<file path="src/rtl/key_event_arbiter_if.sv">
// Key press / event handshake bundle between the debounce stage, the arbiter
// and the downstream event consumer.
interface key_event_arbiter_if;
  logic [3:0] key_pulse;
  logic       evt_ready;
  logic       evt_valid;
  logic [1:0] evt_code;
  logic [3:0] pend;
  logic [7:0] drop_cnt;
  logic       busy;

  modport master (
    output key_pulse,
    output evt_ready,
    input  evt_valid,
    input  evt_code,
    input  pend,
    input  drop_cnt,
    input  busy
  );

  modport slave (
    input  key_pulse,
    input  evt_ready,
    output evt_valid,
    output evt_code,
    output pend,
    output drop_cnt,
    output busy
  );
endinterface

</file>
<file path="src/rtl/key_event_arbiter.sv">
// Round-robin arbiter turning 4 key press pulses into single handshaked events,
// with a post-event lockout period and a saturating count of lost presses.
module key_event_arbiter #(
  parameter logic [15:0] LOCK_CYC = 16'd1000
) (
  input  logic                 clk,
  input  logic                 rst,
  key_event_arbiter_if.slave   bus_io
);

  typedef enum logic [1:0] {StIdle, StPresent, StLock} state_e;

  state_e      state_q;
  logic [3:0]  pend_q, pend_d;
  logic        evt_valid_q;
  logic [1:0]  evt_code_q;
  logic [7:0]  drop_cnt_q, drop_cnt_d;
  logic [15:0] lock_cnt_q;
  logic [1:0]  last_grant_q;

  logic        grant_vld;
  logic [1:0]  grant_idx;
  logic [3:0]  grant_clr;
  logic [3:0]  drop_bits;
  logic [2:0]  drop_num;
  logic [8:0]  drop_sum;

  // Upward search starting just past the previous winner.
  always_comb begin
    logic       found;
    logic [1:0] idx;
    found     = 1'b0;
    idx       = '0;
    grant_idx = '0;
    for (int k = 1; k <= 4; k++) begin
      idx = last_grant_q + 2'(k);
      if (!found && pend_q[idx]) begin
        grant_idx = idx;
        found     = 1'b1;
      end
    end
    grant_vld = (state_q == StIdle) && (pend_q != 4'b0000);
  end

  always_comb begin
    grant_clr  = grant_vld ? (4'b0001 << grant_idx) : 4'b0000;
    // A new press on a bit being granted this cycle re-arms it rather than dropping.
    pend_d     = (pend_q & ~grant_clr) | bus_io.key_pulse;
    drop_bits  = bus_io.key_pulse & pend_q & ~grant_clr;
    drop_num   = {2'b00, drop_bits[0]} + {2'b00, drop_bits[1]} +
                 {2'b00, drop_bits[2]} + {2'b00, drop_bits[3]};
    drop_sum   = {1'b0, drop_cnt_q} + {6'b000000, drop_num};
    drop_cnt_d = (drop_sum > 9'd255) ? 8'd255 : drop_sum[7:0];
  end

  always_ff @(posedge clk or posedge rst) begin
    if (rst) begin
      pend_q     <= '0;
      drop_cnt_q <= '0;
    end else begin
      pend_q     <= pend_d;
      drop_cnt_q <= drop_cnt_d;
    end
  end

  always_ff @(posedge clk or posedge rst) begin
    if (rst) begin
      state_q      <= StIdle;
      evt_valid_q  <= 1'b0;
      evt_code_q   <= '0;
      lock_cnt_q   <= '0;
      last_grant_q <= 2'd3;
    end else begin
      case (state_q)
        StIdle: begin
          if (grant_vld) begin
            evt_valid_q  <= 1'b1;
            evt_code_q   <= grant_idx;
            last_grant_q <= grant_idx;
            state_q      <= StPresent;
          end
        end
        StPresent: begin
          if (bus_io.evt_ready) begin
            evt_valid_q <= 1'b0;
            lock_cnt_q  <= '0;
            state_q     <= (LOCK_CYC == 16'd0) ? StIdle : StLock;
          end
        end
        StLock: begin
          if (lock_cnt_q == LOCK_CYC - 16'd1) begin
            state_q <= StIdle;
          end else begin
            lock_cnt_q <= lock_cnt_q + 16'd1;
          end
        end
        default: begin
          state_q     <= StIdle;
          evt_valid_q <= 1'b0;
        end
      endcase
    end
  end

  assign bus_io.evt_valid = evt_valid_q;
  assign bus_io.evt_code  = evt_code_q;
  assign bus_io.pend      = pend_q;
  assign bus_io.drop_cnt  = drop_cnt_q;
  assign bus_io.busy      = (state_q != StIdle);

endmodule

</file>
<file path="src/flat_wrapper.sv">
// flat-port wrapper written by rule: the top's interface ports become plain ports
module key_event_arbiter_flat 
#(
  parameter logic [15:0] LOCK_CYC = 16'd1000
)
  (clk, rst, bus_io_key_pulse, bus_io_evt_ready, bus_io_evt_valid, bus_io_evt_code, bus_io_pend, bus_io_drop_cnt, bus_io_busy);
  key_event_arbiter_if bus_io_i ();
  input  logic clk;
  input  logic rst;
  input wire logic [$bits(bus_io_i.key_pulse)-1:0] bus_io_key_pulse;
  input wire logic [$bits(bus_io_i.evt_ready)-1:0] bus_io_evt_ready;
  output wire logic [$bits(bus_io_i.evt_valid)-1:0] bus_io_evt_valid;
  output wire logic [$bits(bus_io_i.evt_code)-1:0] bus_io_evt_code;
  output wire logic [$bits(bus_io_i.pend)-1:0] bus_io_pend;
  output wire logic [$bits(bus_io_i.drop_cnt)-1:0] bus_io_drop_cnt;
  output wire logic [$bits(bus_io_i.busy)-1:0] bus_io_busy;
  assign bus_io_i.key_pulse = bus_io_key_pulse;
  assign bus_io_i.evt_ready = bus_io_evt_ready;
  assign bus_io_evt_valid = bus_io_i.evt_valid;
  assign bus_io_evt_code = bus_io_i.evt_code;
  assign bus_io_pend = bus_io_i.pend;
  assign bus_io_drop_cnt = bus_io_i.drop_cnt;
  assign bus_io_busy = bus_io_i.busy;
  key_event_arbiter #(.LOCK_CYC(LOCK_CYC)) u_core (.clk(clk), .rst(rst), .bus_io(bus_io_i));
endmodule
</file>
<file path="config.mk">
export PLATFORM = sky130hd
export DESIGN_NAME = key_event_arbiter_flat
export DESIGN_NICKNAME = d
export VERILOG_FILES = /design/src/rtl/key_event_arbiter_if.sv /design/src/rtl/key_event_arbiter.sv /design/src/flat_wrapper.sv
export SDC_FILE = /design/constraint.sdc
export NUM_CORES = 1
export LEC_CHECK = 0
export CORE_ASPECT_RATIO = 0.75
export CORE_MARGIN = 10
export CORE_UTILIZATION = 50
export DETAILED_ROUTE_END_ITERATION = 10
export PLACE_DENSITY_LB_ADDON = 0.15
export SLEW_MARGIN = 20
export SYNTH_ARGS = -nofsm -noshare
export SYNTH_HDL_FRONTEND = slang
export SYNTH_SLANG_ARGS = --single-unit
</file>
<file path="constraint.sdc">
create_clock -name clk -period 3.2 [get_ports clk]
set_clock_uncertainty 0.2 [all_clocks]
set_input_delay 0.64 -clock clk [delete_from_list [all_inputs] [get_ports clk]]
set_output_delay 0.64 -clock clk [all_outputs]
set_load 0.01 [all_outputs]
</file>
==> impl_metrics.py <==
metrics = {
    "outcome": {
        "status": "finished with violations",
        "violations": "setup timing",
    },
    "critical_path": {
        "r2r_cells": 12,
        "crit_start": "u_core.last_grant_q[1]$_DFFE_PP1P_",
        "cp_slowest_cell": "dfstp_2",
        "rrSetupSlack_ps": -290,
        "arrival_ps": 3470,
        "crit_buf_inv": 2,
        "criticalPathCategory": "flip-flop to flip-flop",
        "required_ps": 3180,
        "cp_top_family": "adder cells",
        "cp_cell_sequence": "mux2i_4, o2bb2ai_4, buf_4, o31ai_2, nor2_2, fa_2, ha_4, inv_1, fa_2, nor2b_4, o21ai_1, mux2_2",
        "crit_path_end": "u_core.bus_io.drop_cnt[6]$_DFF_PP0_",
        "startpoint_type": "flip-flop",
        "critPathMostFrequentCell": "fa_2",
        "crit_path_end_kind": "flip-flop",
        "rr_startpoint": "u_core.last_grant_q[1]$_DFFE_PP1P_",
        "worstPathMaxFanout": 5,
        "crit_cells": 12,
        "r2r-end": "u_core.bus_io.drop_cnt[6]$_DFF_PP0_",
        "slowest_delay_ps": 600,
    },
    "floorplanning": {
        "rows": 19,
        "ios": 23,
        "die_area_sq_um": 6740,
        "die_w_microns": 91.5,
        "die_h_microns": 73.7,
        "coreArea_sq_um": 3680,
        "initial_core_util": 0.521,
    },
    "grt": {
        "overflow": 0,
        "grt_pass1_wl_microns": 7970,
        "grt_pass1_vias": 1697,
        "grt_max_degree": 36,
        "antenna_found_initial": 0,
        "grtUsageTotal": 0.145,
    },
    "cells_and_area": {
        "fin_nets": 261,
        "antenna_cells": 0,
        "final_common_cell": "dfrtp_1",
        "multiInputGateArea_sq_um": 1150,
        "drive_above_1_share": 0.244,
        "mostFrequentLayoutCells": "33 x dfrtp_1, 27 x nand2_1, 23 x buf_4",
        "final.fill_count": 265,
        "synthToLayoutAreaGrowth_pct": 35.9,
        "regArea_sq_um": 878,
    },
    "power_and_ir_drop": {
        "p_leak_nw": 1.19,
        "power_mw": 2.77,
        "swShare": 0.397,
        "power.internal_mw": 1.67,
        "powerDensity_nw_per_um2": 1060,
        "vdd_drop_max_mv": 0.869,
        "p_sw_mw": 1.10,
        "sequentialPowerShare": 0.268,
        "p_comb_frac": 0.613,
        "p_clk_frac": 0.119,
    },
    "clock_tree": {
        "clock_path_buffers": 2,
        "path_clk_slew_ps": 70,
        "cts_buffers": 5,
        "htreeDepth": 2,
        "cts_root_buffer": "clkbuf_8",
        "clock_latency_ps": 290,
        "numClockSinks": 35,
        "cts_tree": "yes",
        "hold_buffers": 0,
    },
    "place": {
        "pre_cts_ws_ps": -381,
        "io_buffers": 22,
        "gp_congestion": 0.823,
        "dp_hpwl_microns": 3330,
    },
    "sta": {
        "finalCriticalPeriod_ps": 3490,
        "worst_slack_ps": -291,
        "setup_viol": 8,
        "slew_headroom": 0.699,
        "max_freq_mhz": 286,
        "hold_viol_final": 0,
        "finalCritPeriodShare": 1.09,
        "worst_pin_slew_ps": 451,
        "maxSlewViolCount": 0,
        "rsz0062_at_grt": "true",
    },
    "route": {
        "ant_nets": 0,
        "via_count": 1662,
        "drt-total-wl_microns": 4620,
        "route.detailed.drc": 0,
        "wire_per_inst_microns": 15.5,
        "vias_per_cell": 5.58,
        "dr.first_iter.drc_count": 91,
        "first_pass_iters": 4,
    },
    "hold_path": {
        "hp-class": "flip-flop to flip-flop",
        "hold_start": "u_core.bus_io.evt_code[1]$_DFFE_PP0P_",
    },
    "logic_synthesis": {
        "ys_seq_area_frac": 0.458,
        "synth_cells": 196,
        "syn_area_sq_um": 1920,
        "synth_cell_types": 46,
        "synth_ff_type": "dfrtp_1",
        "synth_edf_count": 0,
        "synth_fp_nets": 211,
        "ys_seq_elements": 35,
        "syn_avg_cell_area_sq_um": 9.79,
        "yosysWarnings": 0,
        "async_reset_ff_frac": 1.00,
    },
    "flow_run": {
        "cap_violations": 0,
    },
}
## state kept, by name (all words and copies together), names as in the netlist
name	cells
u_core.bus_io.evt_valid	1
u_core.bus_io.drop_cnt	8
u_core.lock_cnt_q	16
u_core.bus_io.evt_code	2
u_core.last_grant_q	2
u_core.bus_io.pend	4
u_core.state_q	2
## Yosys cell counts (2+ instances only)
cell type  number  area share
o211ai_1        2      0.0078
nor3_1          3      0.0078
nor2_1         16       0.031
xnor2_1         2      0.0091
mux2i_1         9       0.047
a31oi_1         3      0.0098
or3_1           2      0.0065
o21ai_0         8       0.021
nand2_1        27       0.053
o21a_1          2      0.0078
and3_1          4       0.013
xor2_1          6       0.027
a21oi_1         9       0.023
dfrtp_1        33        0.43
a21o_1          4       0.016
nand3_1         7       0.018
nand2b_1        4       0.013
clkbuf_1        2      0.0039
mux2_2          2       0.012
dfstp_2         2       0.027
fa_1            2       0.021
nor2b_1         7       0.023
inv_1           8       0.016
and4_1          2      0.0091
ha_1            6       0.039
or4_1           2      0.0078
nand4_1         3      0.0098
## power by group through the flow
stage          clock, mW  combinational, mW  sequential [mW]
2_1_floorplan          0              0.852            0.770
6_report           0.328               1.70            0.743
3_5_place_dp           0               1.48            0.736
3_3_place_gp           0               1.45            0.727
5_1_grt            0.350               1.88            0.768
4_1_cts            0.335               1.66            0.730
## final cells by class
class,instances,share of cell area
inverter,8,0.0115
clock inverter,1,0.00192
sequential,35,0.337
timing repair buffer,45,0.151
multi-input combinational,151,0.443
tap,52,0.0249
clock buffer,6,0.0317
## how the worst min path moves through the flow
stage / slack [ps] / depth (start not counted) / endpoint
final: 290 / 1 / u_core.bus_io.evt_code[1]$_DFFE_PP0P_
after global placement: 260 / 1 / u_core.bus_io.evt_code[1]$_DFFE_PP0P_
after CTS: 290 / 1 / u_core.bus_io.evt_code[1]$_DFFE_PP0P_
after global routing: 320 / 1 / u_core.bus_io.evt_code[1]$_DFFE_PP0P_
after detailed placement: 270 / 1 / u_core.bus_io.evt_code[1]$_DFFE_PP0P_
after floorplan: 280 / 1 / u_core.lock_cnt_q[0]$_DFFE_PP0P_
## repair_timing
item / in CTS / in global routing
endpoints found under the setup margin: 8 / 8
resized for setup: 12 / 7
cloned: 0 / 0
buffers inserted: 4 / 0
pin swaps: 6 / 4
## layer usage
metal | wire (microns) | GRT usage | up-vias | part of all wire
li1 | - | - | 794 | -
met1 | 2150 | 0.185 | 818 | 0.46
met2 | 2200 | 0.230 | 42 | 0.48
met3 | 202 | 0.0397 | 8 | 0.044
met4 | 68 | 0.0589 | 0 | 0.015
met5 | 0 | 0 | - | 0
## stage by stage
stage	utilization	hold WS (ps)	cell area [sq um]	std cells	setup TNS (ps)
final	0.708	286	2610	298	-1720
after global routing	0.708	318	2610	298	-2970
after CTS	0.699	290	2570	298	-1020
after detailed placement	0.651	274	2400	287	-2640
after global placement	0.651	259	2400	287	-2310
after floorplan	-	280	1990	196	-657
## worst reg2reg max path, stage by stage, from the launching register on
cell and delay (ps):
dfstp_2 600, mux2i_4 280, o2bb2ai_4 110, buf_4 150
o31ai_2 320, nor2_2 80, fa_2 380, ha_4 290
inv_1 50, fa_2 380, nor2b_4 170, o21ai_1 90
mux2_2 280
## cell families (layout without fill, tap and decap cells)
group / after synthesis / after routing / share of synthesized area
adder cells (fa/ha/maj): 8 / 8 / 0.0600
AO/OA/AOI/OAI: 36 / 36 / 0.121
buffers and inverters: 10 / 60 / 0.0196
AND/OR/NAND/NOR: 88 / 88 / 0.247
flip-flops: 35 / 35 / 0.458
XOR/XNOR: 8 / 8 / 0.0365
multiplexers: 11 / 11 / 0.0587
No activity file was read; power rests on OpenSTA's default activity.
